--- config.mk ---
export PLATFORM = sky130hd
export DESIGN_NAME = tmds_link_ctrl
export DESIGN_NICKNAME = d
export VERILOG_FILES = /design/src/rtl/tmds_link_ctrl.sv
export SDC_FILE = /design/constraint.sdc
export NUM_CORES = 1
export LEC_CHECK = 0
export ABC_AREA = 1
export CAP_MARGIN = 40
export CORE_AREA = 10 10 104 129
export CTS_BUF_LIST = sky130_fd_sc_hd__clkbuf_8
export DETAILED_ROUTE_END_ITERATION = 12
export DIE_AREA = 0 0 114 139
export GPL_TIMING_DRIVEN = 0
export MAX_ROUTING_LAYER = met4
export PLACE_DENSITY = 0.84
export SLEW_MARGIN = 10
export SYNTH_ARGS = -nofsm -noshare
export SYNTH_HDL_FRONTEND = slang
export SYNTH_SLANG_ARGS = --single-unit
--- constraint.sdc ---
create_clock -name clk -period 11.8 [get_ports clk]
set_input_delay 2.36 -clock clk [delete_from_list [all_inputs] [get_ports clk]]
set_output_delay 2.36 -clock clk [all_outputs]
set_load 0.01 [all_outputs]
--- src/rtl/tmds_link_ctrl.sv ---
// Raster timing generator feeding three TMDS encoders (blue/green/red) with registered symbols.
// Define TMDS_LINK_CTRL_PATTERN_EN to build in the 8-bar colour test pattern selected by test_mode.

module tmds_encoder (
    input  logic [7:0] d,
    input  logic       c0,
    input  logic       c1,
    input  logic       de,
    input  logic [4:0] cnt_prev,
    output logic [9:0] q,
    output logic [4:0] cnt
);
    localparam logic [9:0] CTRL_00 = 10'b1101010100;
    localparam logic [9:0] CTRL_01 = 10'b0010101011;
    localparam logic [9:0] CTRL_10 = 10'b0101010100;
    localparam logic [9:0] CTRL_11 = 10'b1010101011;

    // Transition-minimising stage: XOR or XNOR chain, choice recorded in bit 8.
    function automatic logic [8:0] minimise(input logic [7:0] din);
        logic [3:0] ones;
        logic       use_xnor;
        logic [8:0] m;
        ones = '0;
        for (int i = 0; i < 8; i++) ones = ones + 4'(din[i]);
        use_xnor = (ones > 4'd4) || (ones == 4'd4 && !din[0]);
        m[0] = din[0];
        for (int i = 1; i < 8; i++)
            m[i] = use_xnor ? ~(m[i-1] ^ din[i]) : (m[i-1] ^ din[i]);
        m[8] = ~use_xnor;
        return m;
    endfunction

    logic [8:0]        q_m;
    logic [3:0]        n1_q;
    logic signed [4:0] disp;
    logic signed [4:0] diff;
    logic signed [4:0] cnt_next;

    always_comb begin
        // NOTE: every output gets a default first so no path through the branches infers a latch.
        q        = CTRL_00;
        cnt_next = 5'sd0;
        q_m      = minimise(d);
        n1_q     = '0;
        for (int i = 0; i < 8; i++) n1_q = n1_q + 4'(q_m[i]);
        disp = $signed(cnt_prev);
        // Modulo-32 arithmetic is exact here: |disparity| never exceeds 15.
        diff = $signed({n1_q, 1'b0}) - 5'sd8;

        if (!de) begin
            unique case ({c1, c0})
                2'b00: q = CTRL_00;
                2'b01: q = CTRL_01;
                2'b10: q = CTRL_10;
                2'b11: q = CTRL_11;
            endcase
        end else if (disp == 5'sd0 || diff == 5'sd0) begin
            q        = {~q_m[8], q_m[8], q_m[8] ? q_m[7:0] : ~q_m[7:0]};
            cnt_next = q_m[8] ? disp + diff : disp - diff;
        end else if ((disp > 5'sd0 && diff > 5'sd0) || (disp < 5'sd0 && diff < 5'sd0)) begin
            q        = {1'b1, q_m[8], ~q_m[7:0]};
            cnt_next = disp + (q_m[8] ? 5'sd2 : 5'sd0) - diff;
        end else begin
            q        = {1'b0, q_m[8], q_m[7:0]};
            cnt_next = disp - (q_m[8] ? 5'sd0 : 5'sd2) + diff;
        end
        cnt = cnt_next;
    end
endmodule

module tmds_link_ctrl #(
    parameter int H_ACTIVE = 640,
    parameter int H_FP     = 16,
    parameter int H_SYNC   = 96,
    parameter int H_BP     = 48,
    parameter int V_ACTIVE = 480,
    parameter int V_FP     = 10,
    parameter int V_SYNC   = 2,
    parameter int V_BP     = 33,
    parameter bit HS_POL   = 1'b0,
    parameter bit VS_POL   = 1'b0
) (
    input  logic        clk,
    input  logic        rst,
    input  logic        en,
    input  logic        test_mode,
    input  logic [7:0]  rgb_r,
    input  logic [7:0]  rgb_g,
    input  logic [7:0]  rgb_b,
    output logic [11:0] px_x,
    output logic [11:0] px_y,
    output logic        px_de,
    output logic        hsync,
    output logic        vsync,
    output logic        frame_start,
    output logic [9:0]  tmds_ch0,
    output logic [9:0]  tmds_ch1,
    output logic [9:0]  tmds_ch2
);
    localparam int H_TOTAL = H_ACTIVE + H_FP + H_SYNC + H_BP;
    localparam int V_TOTAL = V_ACTIVE + V_FP + V_SYNC + V_BP;

    localparam logic [11:0] H_LAST = 12'(H_TOTAL - 1);
    localparam logic [11:0] V_LAST = 12'(V_TOTAL - 1);
    localparam logic [11:0] H_ACT  = 12'(H_ACTIVE);
    localparam logic [11:0] V_ACT  = 12'(V_ACTIVE);
    localparam logic [11:0] HS_BEG = 12'(H_ACTIVE + H_FP);
    localparam logic [11:0] HS_END = 12'(H_ACTIVE + H_FP + H_SYNC);
    localparam logic [11:0] VS_BEG = 12'(V_ACTIVE + V_FP);
    localparam logic [11:0] VS_END = 12'(V_ACTIVE + V_FP + V_SYNC);
    localparam logic [9:0]  CTRL_IDLE = 10'b1101010100;

    logic [11:0] h_cnt;
    logic [11:0] v_cnt;
    logic [7:0]  pix_r, pix_g, pix_b;
    logic [9:0]  sym_b, sym_g, sym_r;
    logic [4:0]  disp_b, disp_g, disp_r;
    logic [4:0]  disp_b_next, disp_g_next, disp_r_next;

    always_ff @(posedge clk) begin
        // NOTE: state registers use non-blocking assignments so every flop samples pre-edge values.
        if (rst || !en) begin
            h_cnt <= '0;
            v_cnt <= '0;
        end else if (h_cnt == H_LAST) begin
            h_cnt <= '0;
            v_cnt <= (v_cnt == V_LAST) ? 12'd0 : v_cnt + 12'd1;
        end else begin
            h_cnt <= h_cnt + 12'd1;
        end
    end

    assign px_x        = h_cnt;
    assign px_y        = v_cnt;
    assign px_de       = en && (h_cnt < H_ACT) && (v_cnt < V_ACT);
    assign hsync       = (en && h_cnt >= HS_BEG && h_cnt < HS_END) ? HS_POL : ~HS_POL;
    assign vsync       = (en && v_cnt >= VS_BEG && v_cnt < VS_END) ? VS_POL : ~VS_POL;
    assign frame_start = en && (h_cnt == 12'd0) && (v_cnt == 12'd0);

`ifdef TMDS_LINK_CTRL_PATTERN_EN
    localparam logic [11:0] BAR1 = 12'(H_ACTIVE / 8 * 1);
    localparam logic [11:0] BAR2 = 12'(H_ACTIVE / 8 * 2);
    localparam logic [11:0] BAR3 = 12'(H_ACTIVE / 8 * 3);
    localparam logic [11:0] BAR4 = 12'(H_ACTIVE / 8 * 4);
    localparam logic [11:0] BAR5 = 12'(H_ACTIVE / 8 * 5);
    localparam logic [11:0] BAR6 = 12'(H_ACTIVE / 8 * 6);
    localparam logic [11:0] BAR7 = 12'(H_ACTIVE / 8 * 7);

    logic [23:0] bar_rgb;

    // Bars left to right: white, yellow, cyan, green, magenta, red, blue, black.
    always_comb begin
        if      (h_cnt < BAR1) bar_rgb = 24'hFFFFFF;
        else if (h_cnt < BAR2) bar_rgb = 24'hFFFF00;
        else if (h_cnt < BAR3) bar_rgb = 24'h00FFFF;
        else if (h_cnt < BAR4) bar_rgb = 24'h00FF00;
        else if (h_cnt < BAR5) bar_rgb = 24'hFF00FF;
        else if (h_cnt < BAR6) bar_rgb = 24'hFF0000;
        else if (h_cnt < BAR7) bar_rgb = 24'h0000FF;
        else                   bar_rgb = 24'h000000;
        {pix_r, pix_g, pix_b} = test_mode ? bar_rgb : {rgb_r, rgb_g, rgb_b};
    end
`else
    logic unused_test_mode;
    assign unused_test_mode = test_mode;
    assign pix_r = rgb_r;
    assign pix_g = rgb_g;
    assign pix_b = rgb_b;
`endif

    tmds_encoder u_enc_b (
        .d(pix_b), .c0(hsync), .c1(vsync), .de(px_de),
        .cnt_prev(disp_b), .q(sym_b), .cnt(disp_b_next)
    );
    tmds_encoder u_enc_g (
        .d(pix_g), .c0(1'b0), .c1(1'b0), .de(px_de),
        .cnt_prev(disp_g), .q(sym_g), .cnt(disp_g_next)
    );
    tmds_encoder u_enc_r (
        .d(pix_r), .c0(1'b0), .c1(1'b0), .de(px_de),
        .cnt_prev(disp_r), .q(sym_r), .cnt(disp_r_next)
    );

    // Symbols and disparity advance together on the edge ending the pixel's cycle.
    always_ff @(posedge clk) begin
        if (rst) begin
            tmds_ch0 <= CTRL_IDLE;
            tmds_ch1 <= CTRL_IDLE;
            tmds_ch2 <= CTRL_IDLE;
            disp_b   <= '0;
            disp_g   <= '0;
            disp_r   <= '0;
        end else begin
            tmds_ch0 <= sym_b;
            tmds_ch1 <= sym_g;
            tmds_ch2 <= sym_r;
            disp_b   <= disp_b_next;
            disp_g   <= disp_g_next;
            disp_r   <= disp_r_next;
        end
    end
endmodule

==> flow_summary.json, run 1 <==
{
  "grt_pass1_vias": 5504,
  "rows": 43,
  "fp.dieArea_mm2": 0.01585,
  "synth_edf_count": 0,
  "ff2ff_path_depth": 14,
  "ys_types": 43,
  "rr_startpoint": "px_x[0]$_SDFF_PP0_",
  "fmax_ghz": 0.09647,
  "drtIter0Drc": 284,
  "ys_warn_count": 0,
  "initial_core_util_pct": 56.59,
  "core_mm2": 0.01098,
  "hold_start": "px_x[0]$_SDFF_PP0_",
  "hold_depth": 1,
  "postCtsSetupBuffers": 0,
  "cap_violations": 0,
  "synth_top_family_by_area": "adder cells",
  "synth_fa_ha_area_share_pct": 25.83,
  "crit_path_start_kind": "input port",
  "post-dp-hpwl_um": 11870,
  "drive_gt1_share_pct": 7.301,
  "worstSkewPairLatency_ps": 360,
  "cts.sinks": 66,
  "skew_ps": 8.196,
  "synth_fp_nets": 936,
  "critical-path-max-stage-delay_ps": 660,
  "synth_top_area_share_pct": 21.27,
  "cts_buffers": 9,
  "synthFlopType": "dfxtp_1",
  "syn_to_final_growth_pct": 19.24,
  "synth-xor-area-share_pct": 9.267,
  "ctsHtreeMaxLevel": 3,
  "route.detailed.drc": 0,
  "root_buffer": "clkbuf_8",
  "place_area_mm2": 0.007221,
  "drtAntennaViolNets": 0,
  "synth.cell_area_mm2": 0.006211,
  "io_buffers": 84,
  "place.gp.congestion": 0.9099,
  "seq_area_frac_synth_pct": 21.27,
  "synth_compound_area_share_pct": 11.95,
  "setup_viol": 0,
  "overflow": 0,
  "utilization_pct": 67.48,
  "avgSynthCellArea_um2": 7.715,
  "relSlewSlack_pct": 40.52,
  "syn_inst": 805,
  "instances_no_fill": 1039,
  "hp-class": "flip-flop to flip-flop",
  "stdcell_area_mm2": 0.007406,
  "status": "finished clean",
  "regToRegSetupSlack_ps": 9330,
  "synth_area_leaders": "dfxtp_1 21%, fa_1 14%, ha_1 12%, inv_1 9.5%, nand2_1 6.4%",
  "postSynth.asyncResetShare_pct": 0,
  "path_clk_slew_ps": 70,
  "yosysTopAreaCell": "dfxtp_1",
  "cts_hold_buf": 0,
  "avgRoutedWirePerCell_um": 13.96,
  "finalHoldViolCount": 0,
  "crit_required_ps": 12050,
  "crit_type": "input port to flip-flop",
  "cp-end-kind": "flip-flop",
  "die_w_um": 114,
  "drt_pass1_iterations": 6,
  "grt_pass1_wl_um": 24730,
  "fin_crit_sh_pct": 87.84,
  "ioPinCount": 86,
  "dieHeight_um": 139,
  "cpMostUsedCell": "inv_1",
  "cp_slowest_cell": "a31oi_1",
  "viasPerCell": 5.277,
  "dp_cells": 1024,
  "cts_buffer_depth": 2,
  "grt_max_degree": 12,
  "diodes": 0,
  "crit_family": "adder cells",
  "grt_antenna_before_repair": 0,
  "ys_ff_latch": 66,
  "r2r-end": "px_y[3]$_SDFFE_PP0P_",
  "fin_nets": 1031,
  "cp_max_fo": 11,
  "dr_total_vias": 5483,
  "ctsResizeCount": 0,
  "arrival_ps": 10610,
  "wl_um": 14500,
  "mostFrequentLayoutCells": "160 x inv_1, 106 x nand2_1, 84 x clkdlybuf4s50_1",
  "maxSlewViolCount": 0,
  "grt_usage_pct": 18.81,
  "synthSimpleGateAreaFrac_pct": 20.95,
  "worst_pin_slew_ps": 888.1,
  "fin_crit_ps": 10370,
  "synthMuxAreaShare_pct": 0,
  "final_common_cell": "inv_1",
  "grt_setup_unrepaired": "false",
  "whs_endpoint": "px_x[0]$_SDFF_PP0_",
  "fin_tns_setup_ps": 0,
  "worstPathBufferInverterCount": 11,
  "cts_tree": "yes"
}
## worst reg2reg max path, stage by stage, from the launching register on
cell	delay (ps)
dfxtp_1	370
ha_1	180
nand2_1	60
nor2_1	110
inv_2	70
nor2_1	130
inv_1	70
nor3_1	320
inv_1	100
nand2_2	190
inv_1	150
nor2_2	330
inv_1	130
o21ai_0	100
a21oi_1	50
## per-layer routing
| layer | up-vias | track usage, % | wire [um] | part of all wire (%) |
|---|---|---|---|---|
| li1 | 2766 | - | - | - |
| met1 | 2559 | 20.85 | 5991 | 41 |
| met2 | 139 | 32.22 | 7374 | 51 |
| met3 | 19 | 4.675 | 924 | 6.4 |
| met4 | 0 | 5.684 | 212 | 1.5 |
| met5 | - | - | 0 | 0 |
## cells by family after synthesis
| group | count (synthesis) |
|---|---|
| flip-flops | 66 |
| adder cells (fa/ha/maj) | 103 |
| AO/OA/AOI/OAI | 130 |
| XOR/XNOR | 56 |
| AND/OR/NAND/NOR | 275 |
| buffers and inverters | 175 |
## how the worst max path moves through the flow
stage                         from                     end  slack, ps  depth (start not counted)
after floorplan           rgb_b[0]  tmds_ch0[0]$_SDFF_PP0_       2460                         31
final                     rgb_b[0]  tmds_ch0[0]$_SDFF_PP0_       1430                         32
after CTS                 rgb_b[0]  tmds_ch0[0]$_SDFF_PP0_       1430                         32
after global routing      rgb_b[0]  tmds_ch0[0]$_SDFF_PP0_        900                         32
after detailed placement  rgb_b[0]  tmds_ch0[0]$_SDFF_PP0_       1090                         32
after global placement    rgb_b[0]  tmds_ch0[0]$_SDFF_PP0_       1240                         32
## cell type report
type | instances | area (um2)
flip-flops and latches | 66 | 1321
plain buffers | 8 | 40.04
repair buffers | 84 | 840.8
clock inverters | 5 | 47.55
clock buffers | 10 | 137.6
inverters | 167 | 626.9
well taps | 135 | 168.9
multi-input cells | 564 | 4223
fillers | 917 | 3570
## synth_stat cells (3+ instances only)
| library cell | count |
|---|---|
| ha_1 | 61 |
| inv_1 | 158 |
| inv_2 | 8 |
| nand2_4 | 5 |
| a31oi_1 | 9 |
| nor2_1 | 57 |
| o2111ai_1 | 4 |
| xnor3_1 | 4 |
| nand3_2 | 7 |
| or2_2 | 5 |
| nand4_1 | 7 |
| o21ai_1 | 4 |
| a211oi_1 | 6 |
| nor3_1 | 14 |
| nand2_1 | 106 |
| xnor2_1 | 10 |
| clkbuf_1 | 5 |
| o21ai_0 | 51 |
| fa_1 | 42 |
| xor2_1 | 40 |
| o22ai_1 | 4 |
| a221oi_1 | 4 |
| nand2_2 | 18 |
| nand3_1 | 46 |
| dfxtp_1 | 66 |
| nor4_1 | 3 |
| a21oi_1 | 38 |
| o31ai_1 | 3 |
## stage by stage
step	hold slack, ps	setup WS (ps)
finish	463.5	1435
floorplan	468.9	2455
global route	520.2	896.1
detailed placement	457.4	1088
CTS	473.3	1434
global placement	444.3	1241
## sequential cells by signal (all words and copies together), names as in the netlist
signal    cells
disp_b        4
tmds_ch2     10
px_x         12
disp_g        4
disp_r        4
tmds_ch1     10
px_y         12
tmds_ch0     10
Power of run 1 is left out: the tool's default activity adds up to more than one toggle a clock period on the data nets, which glitch-free logic cannot reach.
==> run 2, diff against run 1 <==
--- a/config.mk
+++ b/config.mk
@@ -7,13 +7,13 @@
 export LEC_CHECK = 0
 export ABC_AREA = 1
 export CAP_MARGIN = 40
-export CORE_AREA = 10 10 104 129
-export CTS_BUF_LIST = sky130_fd_sc_hd__clkbuf_8
+export CORE_AREA = 10 10 105 130
+export CTS_BUF_LIST = sky130_fd_sc_hd__clkbuf_16
 export DETAILED_ROUTE_END_ITERATION = 12
-export DIE_AREA = 0 0 114 139
-export GPL_TIMING_DRIVEN = 0
+export DIE_AREA = 0 0 115 140
+export GPL_TIMING_DRIVEN = 1
 export MAX_ROUTING_LAYER = met4
-export PLACE_DENSITY = 0.84
+export PLACE_DENSITY = 0.82
 export SLEW_MARGIN = 10
 export SYNTH_ARGS = -nofsm -noshare
 export SYNTH_HDL_FRONTEND = slang
==> run 2 against run 1 <==
  * Worst hold slack better by 11 ps
  * Wire length is essentially flat
  * Final cell count is 0.38% lower
  * Core utilization is 0.39 points higher
  * Clock skew fell by 0.64 ps
  * Design area up 1.6%
==> flow_summary.json, run 2 (same netlist as run 1, synthesis figures left out) <==
{
  "skew_ps": 7.553,
  "cp_max_fo": 13,
  "crit_type": "input port to flip-flop",
  "cap_violations": 0,
  "root_buffer": "clkbuf_16",
  "cts_tree": "yes",
  "fmax_ghz": 0.09806,
  "status": "finished clean",
  "core_mm2": 0.01108,
  "fin_crit_ps": 10200,
  "instances_no_fill": 1035,
  "grt_setup_unrepaired": "false",
  "drtIter0Drc": 295,
  "dp_cells": 1019,
  "setup_viol": 0,
  "fin_nets": 1026,
  "post-dp-hpwl_um": 11670,
  "cts_buffer_depth": 2,
  "hold_depth": 1,
  "postCtsSetupBuffers": 0,
  "cts_buffers": 9,
  "wl_um": 14510,
  "grt_max_degree": 22,
  "io_buffers": 84,
  "dieHeight_um": 140,
  "grt_usage_pct": 18.55,
  "r2r-end": "tmds_ch2[5]$_SDFF_PP0_",
  "cts.sinks": 66,
  "relSlewSlack_pct": 53.93,
  "regToRegSetupSlack_ps": 9000,
  "cts_hold_buf": 0,
  "final_common_cell": "inv_1",
  "drt_pass1_iterations": 5,
  "hold_start": "px_x[0]$_SDFF_PP0_",
  "ioPinCount": 86,
  "arrival_ps": 10470,
  "dr_total_vias": 5456,
  "fin_crit_sh_pct": 86.42,
  "cp-end-kind": "flip-flop",
  "whs_endpoint": "px_x[0]$_SDFF_PP0_",
  "cp_slowest_cell": "fa_1",
  "ff2ff_path_depth": 12,
  "place.gp.congestion": 0.9048,
  "drive_gt1_share_pct": 7.556,
  "rr_startpoint": "px_x[10]$_SDFF_PP0_",
  "worst_pin_slew_ps": 686.4,
  "worstSkewPairLatency_ps": 330,
  "crit_required_ps": 12070,
  "syn_to_final_growth_pct": 21.11,
  "ctsResizeCount": 0,
  "path_clk_slew_ps": 60,
  "maxSlewViolCount": 0,
  "fin_tns_setup_ps": 0,
  "cpMostUsedCell": "fa_1",
  "n_fill_cell": 923,
  "grt_antenna_before_repair": 0,
  "critical-path-max-stage-delay_ps": 520,
  "die_w_um": 115,
  "hp-class": "flip-flop to flip-flop",
  "diodes": 0,
  "drtAntennaViolNets": 0,
  "avgRoutedWirePerCell_um": 14.02,
  "grt_pass1_vias": 5401,
  "grt_pass1_wl_um": 24270,
  "route.detailed.drc": 0,
  "viasPerCell": 5.271,
  "finalHoldViolCount": 0,
  "crit_path_start_kind": "input port",
  "rows": 43,
  "fp.dieArea_mm2": 0.01610,
  "initial_core_util_pct": 56.04,
  "mostFrequentLayoutCells": "158 x inv_1, 106 x nand2_1, 84 x clkdlybuf4s50_1",
  "overflow": 0,
  "ctsHtreeMaxLevel": 3
}
[run 2: cell count changes in the layout (fill, tap and decap cells not counted), sizes merged]
| cell | previous run | this run |
|---|---|---|
| inv | 168 | 166 |
| clkbuf | 15 | 9 |
| clkinv | 3 | 5 |
| bufinv | 1 | 2 |
| clkinvlp | 0 | 1 |
[run 2: routing by layer]
layer	vias to the layer above	GRT usage (%)	routed length (um)
li1	2769	-	-
met1	2538	20.38	6072
met2	136	32.10	7312
met3	13	4.487	943
met4	0	5.614	178
met5	-	-	0
[run 2: through the flow]
step / hold slack [ps] / setup WS [ps] / cell area [um2] / util, %
4_1_cts: 476.4 / 1639 / 7522 / 67.87
5_1_grt: 490.9 / 956.4 / 7522 / 67.87
3_5_place_dp: 453.1 / 1308 / 7203 / 64.99
6_report: 474.3 / 1603 / 7522 / 67.87
3_3_place_gp: 449.1 / 1461 / 7203 / 64.99
2_1_floorplan: 468.9 / 2455 / 6211 / -
[run 2: worst max path at each step]
stage,slack (ps),start,cells past startpoint,endpoint
finish,1600,rgb_r[0],35,tmds_ch2[0]$_SDFF_PP0_
global placement,1460,rgb_g[0],29,disp_g[4]$_SDFF_PP0_
global route,960,rgb_r[0],35,tmds_ch2[0]$_SDFF_PP0_
CTS,1640,rgb_r[0],35,tmds_ch2[0]$_SDFF_PP0_
floorplan,2460,rgb_b[0],31,tmds_ch0[0]$_SDFF_PP0_
detailed placement,1310,rgb_r[0],35,tmds_ch2[0]$_SDFF_PP0_
[run 2: critical path, delay by kind of cell]
kind            cells  cell delay, ps
compound gates      5             780
xor+xnor            2             280
fa+ha+maj          10            3830
buf+inv             8            1520
simple gates       10            1680
[run 2: layout make-up]
| type | instances | area, um2 | area share [%] |
|---|---|---|---|
| well taps | 135 | 168.9 | 2.246 |
| clock buffers | 9 | 225.2 | 2.994 |
| clock inverters | 7 | 93.84 | 1.248 |
| flip-flops and latches | 66 | 1321 | 17.56 |
| multi-input cells | 564 | 4223 | 56.14 |
| repair buffers | 87 | 863.3 | 11.48 |
| inverters | 167 | 626.9 | 8.333 |
Power of run 2 is left out for the same reason.
==> run 3, diff against run 2 <==
--- a/config.mk
+++ b/config.mk
@@ -7,13 +7,13 @@
 export LEC_CHECK = 0
 export ABC_AREA = 1
 export CAP_MARGIN = 40
-export CORE_AREA = 10 10 105 130
+export CORE_AREA = 10 10 152 190
 export CTS_BUF_LIST = sky130_fd_sc_hd__clkbuf_16
 export DETAILED_ROUTE_END_ITERATION = 12
-export DIE_AREA = 0 0 115 140
+export DIE_AREA = 0 0 162 200
 export GPL_TIMING_DRIVEN = 1
 export MAX_ROUTING_LAYER = met4
-export PLACE_DENSITY = 0.82
+export PLACE_DENSITY = 0.43
 export SLEW_MARGIN = 10
 export SYNTH_ARGS = -nofsm -noshare
 export SYNTH_HDL_FRONTEND = slang
==> constraint.sdc (replaced) <==
create_clock -name clk -period 11 [get_ports clk]
set_input_delay 2.2 -clock clk [delete_from_list [all_inputs] [get_ports clk]]
set_output_delay 2.2 -clock clk [all_outputs]
set_load 0.01 [all_outputs]
==> run 3 against run 2 <==
  * Count of clock-buffer cells in the layout unchanged
  * Non-clock buffer count up 8
  * Global-route usage down 7.4 points
  * Final cell count up 20%
  * Sequential share of layout area down 0.80 points
  * Critical path type unchanged
==> flow_summary.json, run 3 (same netlist as run 1, synthesis figures left out) <==
{
  "status": "finished clean",
  "drtIter0Drc": 197,
  "n_fill_cell": 2764,
  "postCtsSetupBuffers": 0,
  "syn_to_final_growth_pct": 26.89,
  "ctsHtreeMaxLevel": 3,
  "dp_cells": 1227,
  "grt_usage_pct": 11.12,
  "grt_max_degree": 22,
  "grt_pass1_wl_um": 28210,
  "cts_tree": "yes",
  "fin_crit_ps": 9608,
  "worst_pin_slew_ps": 654.5,
  "grt_pass1_vias": 5447,
  "fmax_ghz": 0.1041,
  "cp_max_fo": 6,
  "ff2ff_path_depth": 12,
  "maxSlewViolCount": 0,
  "dr_total_vias": 5333,
  "path_clk_slew_ps": 60,
  "root_buffer": "clkbuf_16",
  "ioPinCount": 86,
  "crit_required_ps": 11280,
  "cts_hold_buf": 0,
  "critical-path-max-stage-delay_ps": 580,
  "crit_type": "input port to flip-flop",
  "initial_core_util_pct": 24.80,
  "cts_buffers": 9,
  "fin_crit_sh_pct": 87.34,
  "cts.sinks": 66,
  "grt_antenna_before_repair": 0,
  "arrival_ps": 9890,
  "crit_path_start_kind": "input port",
  "drt_pass1_iterations": 4,
  "dieHeight_um": 200,
  "whs_ps": 473.9,
  "route.detailed.drc": 0,
  "io_buffers": 84,
  "core_mm2": 0.02505,
  "cts_buffer_depth": 2,
  "hp-class": "flip-flop to flip-flop",
  "relSlewSlack_pct": 56.07,
  "cp_slowest_cell": "fa_1",
  "fin_tns_setup_ps": 0,
  "rows": 65,
  "hold_depth": 1,
  "cap_violations": 0,
  "finalHoldViolCount": 0,
  "wl_um": 16960,
  "drtAntennaViolNets": 0,
  "viasPerCell": 4.290,
  "fin_nets": 1034,
  "mostFrequentLayoutCells": "158 x inv_1, 106 x nand2_1, 84 x clkdlybuf4s50_1",
  "overflow": 0,
  "ctsResizeCount": 0,
  "place_area_mm2": 0.007516,
  "place.gp.congestion": 0.8032,
  "setup_viol": 0,
  "cp-end-kind": "flip-flop",
  "stdcell_area_mm2": 0.007881,
  "fp.dieArea_mm2": 0.03240,
  "grt_setup_unrepaired": "false",
  "instances_no_fill": 1243,
  "die_w_um": 162,
  "post-dp-hpwl_um": 13750,
  "avgRoutedWirePerCell_um": 13.65,
  "worstSkewPairLatency_ps": 340,
  "diodes": 0,
  "final_common_cell": "inv_1",
  "skew_ps": 8.244,
  "drive_gt1_share_pct": 8.480
}
run 3: final timing paths:
kind | start | endpoint | slack (ps)
setup / recovery | rgb_r[0] | tmds_ch2[0]$_SDFF_PP0_ | 1390
hold reg to reg | px_x[0]$_SDFF_PP0_ | px_x[0]$_SDFF_PP0_ | 470
setup reg to reg | px_x[10]$_SDFF_PP0_ | tmds_ch2[5]$_SDFF_PP0_ | 8110
hold / removal | px_x[0]$_SDFF_PP0_ | px_x[0]$_SDFF_PP0_ | 470
run 3: critical path, delay by kind of cell:
kind | cells | cell delay, ps
compound gates | 5 | 910
xor+xnor | 2 | 380
fa+ha+maj | 12 | 4680
buf+inv | 10 | 1320
simple gates | 2 | 360
run 3: per-stage QoR:
stage | setup slack, ps | utilization [%]
global route | 759.9 | 31.46
detailed placement | 904.2 | 30.01
global placement | 928.8 | 30.01
finish | 1392 | 31.46
CTS | 1285 | 31.46
floorplan | 1815 | -
run 3: cell type report:
type                            count  area (um2)  share of cell area, %
Sequential cell                    66        1321                  16.76
Tap cell                          335       419.2                  5.318
Clock inverter                      7       140.1                  1.778
Clock buffer                        9       225.2                  2.858
Inverter                          167       626.9                  7.954
Multi-Input combinational cell    564        4225                  53.61
Timing Repair Buffer               95       923.4                  11.72
run 3: per-layer routing:
metal	vias up	share of wire [%]	global-route usage, %
met5	-	0	-
met4	0	1.2	2.835
met3	17	5.4	3.177
met2	103	47	18.39
met1	2428	47	13.04
li1	2785	-	-
Power of run 3 is left out for the same reason.
==> variant 1, RTL diff (flow settings as in run 1) <==
Register the output `frame_start`, without a reset; this adds one clock of latency there. The other outputs are not delayed to match.
--- a/src/rtl/tmds_link_ctrl.sv
+++ b/src/rtl/tmds_link_ctrl.sv
@@ -136,5 +136,7 @@
     assign hsync       = (en && h_cnt >= HS_BEG && h_cnt < HS_END) ? HS_POL : ~HS_POL;
     assign vsync       = (en && v_cnt >= VS_BEG && v_cnt < VS_END) ? VS_POL : ~VS_POL;
-    assign frame_start = en && (h_cnt == 12'd0) && (v_cnt == 12'd0);
+    always_ff @(posedge clk) begin
+        frame_start <= en && (h_cnt == 12'd0) && (v_cnt == 12'd0);
+    end
 
 `ifdef TMDS_LINK_CTRL_PATTERN_EN
Function: changed (a bounded check fails within 4 cycles, from zero or initial values and one cycle with rst high).
==> variant 1 against run 1 <==
  * Cell area increased by 1.6%
  * First-iteration DRC count increased by 13%
  * Synthesized cell count increased by 2.4%
  * Worst hold slack about the same
  * Wire length increased by 1.9%
  * Synthesized area increased by 1.4%
  * Critical path depth unchanged
  * Worst setup slack improved by 0.058 ns
  * Sequential cell count increased by 1
  * Largest cell class unchanged
Power is left out: the tool's default activity adds up to more than one toggle a clock period on the data nets, which glitch-free logic cannot reach.
==> variant 1: results (changes against run 1) <==
| Metric | Value |
|---|---|
| Post-Route WL | 14800 um (+1.9%) |
| Fin cells | 1059 (+1.9%) |
| Post-synthesis compound-gate area fraction | 0.114 (-0.00566) |
| Worst slew pin tran | 0.662 ns (-0.226 ns) |
| Placer Congestion | 0.875 (-3.8%) |
| Run status | finished, final reports clean |
| Dpl ws | 1.12 ns (+0.0343 ns) |
| Min cycle time layout | 10.31 ns (-0.0582 ns) |
| Vias in the first global route | 5686 (+3.3%) |
| GRT met1 Usage | 0.205 (-0.00377) |
| DR WL met2 | 7630 um (+3.4%) |
| Share of cells above drive strength 1 | 0.0693 (-0.00374) |
| Worst path arrival time | 10.58 ns (-0.03 ns) |
| Setup Skew | 0.00795 ns (-0.000249 ns) |
| Sequential share of the synthesized area | 0.213 (about the same) |
| Adder-cell area share of the yosys netlist | 0.255 (-0.00364) |
| Worst R2R Setup Slack | 9.41 ns (+0.08 ns) |
| Fill count | 927 (+1.1%) |
| CP max stage delay | 0.52 ns (-0.14 ns) |
| RR Startpoint | disp_r[1]$_SDFF_PP0_ |
| Library cells used by synthesis | 46 (+7.0%) |
| M3 GR Usage | 0.0472 (+0.000433) |
| Initial DRC count | 321 (+13%) |
| Mapped Nets | 955 (+2.0%) |
| Detailed placement HPWL | 12200 um (+3.1%) |
| Synth area leaders | dfxtp_1 (21%), fa_1 (13%), ha_1 (12%) |
| Wire length of the first global-routing pass | 25200 um (+2.0%) |
| Drt pass-1 iters | 5 (-1) |
| GRT Total Usage | 0.193 (+0.00534) |
==> variant 1: how the worst max path moves through the flow <==
stage,to,cells past startpoint
final,disp_g[4]$_SDFF_PP0_,32
after floorplan,disp_g[4]$_SDFF_PP0_,31
after detailed placement,disp_g[4]$_SDFF_PP0_,32
after global placement,disp_g[4]$_SDFF_PP0_,32
after CTS,disp_g[4]$_SDFF_PP0_,32
after global routing,disp_g[4]$_SDFF_PP0_,32
==> variant 1: through the flow <==
stage	hold slack (ns)	area [um^2]
2_1_floorplan	0.469	6300
3_3_place_gp	0.443	7310
3_5_place_dp	0.450	7310
4_1_cts	0.471	7530
5_1_grt	0.507	7530
6_report	0.463	7530
==> variant 1: layout make-up <==
type,count,area [um^2],share of cell area
tap,135,169,0.0224
sequential,67,1340,0.178
inverter,160,601,0.0798
timing repair buffer,84,841,0.112
buffer,7,31.3,0.00416
clock inverter,7,92.6,0.0123
multi-input combinational,590,4330,0.575
clock buffer,9,124,0.0165
==> variant 2, RTL diff (flow settings as in run 1) <==
Made on the original files. The option `TMDS_LINK_CTRL_PATTERN_EN` is turned on by a define.
--- a/src/rtl/tmds_link_ctrl.sv
+++ b/src/rtl/tmds_link_ctrl.sv
@@ -1,4 +1,6 @@
 // Raster timing generator feeding three TMDS encoders (blue/green/red) with registered symbols.
 // Define TMDS_LINK_CTRL_PATTERN_EN to build in the 8-bar colour test pattern selected by test_mode.
+
+`define TMDS_LINK_CTRL_PATTERN_EN
 
 module tmds_encoder (
Function: changed (Yosys sat finds a counterexample within 4 cycles, from zero or initial values and one cycle with rst high).
==> variant 2 against run 1 <==
  * Critical path depth grew 6
  * Sequential cell count is the same
  * Critical path type unchanged
  * Critical endpoint is now tmds_ch1[2]$_SDFF_PP1_
  * Non-clock buffer count shrank 3
  * Worst setup slack lost 0.76 ns
  * Cell area grew 1.7%
  * Wire length grew 11%
  * Synthesized area grew 1.4%
Power is not shown: default switching activity piles up to over one toggle a cycle in this logic, so the estimate is an artifact.
==> variant 2: results (changes against run 1) <==
| Metric | Value |
|---|---|
| Met3 wire length | 765 um (-17%) |
| Worst R2R Setup Slack | 2.67 ns (-6.66 ns) |
| RR Startpoint | px_x[5]$_SDFF_PP0_ |
| Post-synthesis mux area share | 0.00179 (+0.00179) |
| DR WL met2 | 8260 um (+12%) |
| PortBufs | 85 (+1.2%) |
| Placer Congestion | 0.986 (+8.3%) |
| DRT met1 WL | 6620 um (+10%) |
| Total vias in the final route | 5883 (+7.3%) |
| Vias in the first global route | 5769 (+4.8%) |
| Detailed placement HPWL | 13000 um (+9.7%) |
| Post-Syn Instances | 871 (+8.2%) |
| Commonest cells post-synth | nand2_1 (174), inv_1 (166), nor2_1 (76), dfxtp_1 (66), ha_1 (63) |
| R2R Path End | tmds_ch0[0]$_SDFF_PP0_ |
| Share of cells above drive strength 1 | 0.0432 (-0.0298) |
| GRT Total Usage | 0.208 (+0.0201) |
| Setup Skew | 0.0138 ns (+0.00563 ns) |
| CP Max Fanout | 10 (-1) |
| GRT met1 Usage | 0.231 (+0.0229) |
| Wire length of the first global-routing pass | 26600 um (+7.6%) |
| Reg2Reg Depth | 41 (+27) |
| Adder-cell area share of the yosys netlist | 0.249 (-0.00915) |
| Post-synthesis compound-gate area fraction | 0.116 (-0.00305) |
| Max-slew headroom | 0.557 (+0.152) |
| Crit path capture | tmds_ch1[2]$_SDFF_PP1_ |
| CP max stage delay | 0.58 ns (-0.08 ns) |
| Sequential share of the synthesized area | 0.210 (-0.00296) |
| Mapped Nets | 1001 (+6.9%) |
| M3 GR Usage | 0.0394 (-0.00736) |
| GR Layer Usage met2 | 0.354 (+0.0321) |
| Initial DRC count | 340 (+20%) |
| Synth area leaders | dfxtp_1 (21%), ha_1 (13%), fa_1 (12%) |
| Run status | finished, final reports clean |
| Library cells used by synthesis | 40 (-7.0%) |
## variant 2: layout make-up
class	instances	area (um^2)	area share
clock buffers	9	124	0.0164
well taps	135	169	0.0224
flip-flops and latches	66	1320	0.175
plain buffers	3	11.3	0.00149
multi-input cells	632	4330	0.574
repair buffers	86	856	0.114
clock inverters	7	86.3	0.0115
inverters	170	638	0.0847
## variant 2: worst register-to-register path, delay by kind of cell, from the launching register on
family	cells	cell delay [ns]
compound gates	3	0.67
xor+xnor	3	0.57
fa+ha+maj	12	4.64
buf+inv	8	0.76
flops	1	0.40
simple gates	15	1.98
## variant 2: through the flow
step	area, um^2	utilization	hold slack (ns)	setup WS [ns]
after floorplan	6300	-	0.469	1.89
after global placement	7320	0.667	0.458	0.493
after detailed placement	7320	0.667	0.461	0.296
after CTS	7530	0.686	0.483	0.652
after global routing	7530	0.686	0.497	0.0810
final	7530	0.686	0.483	0.670
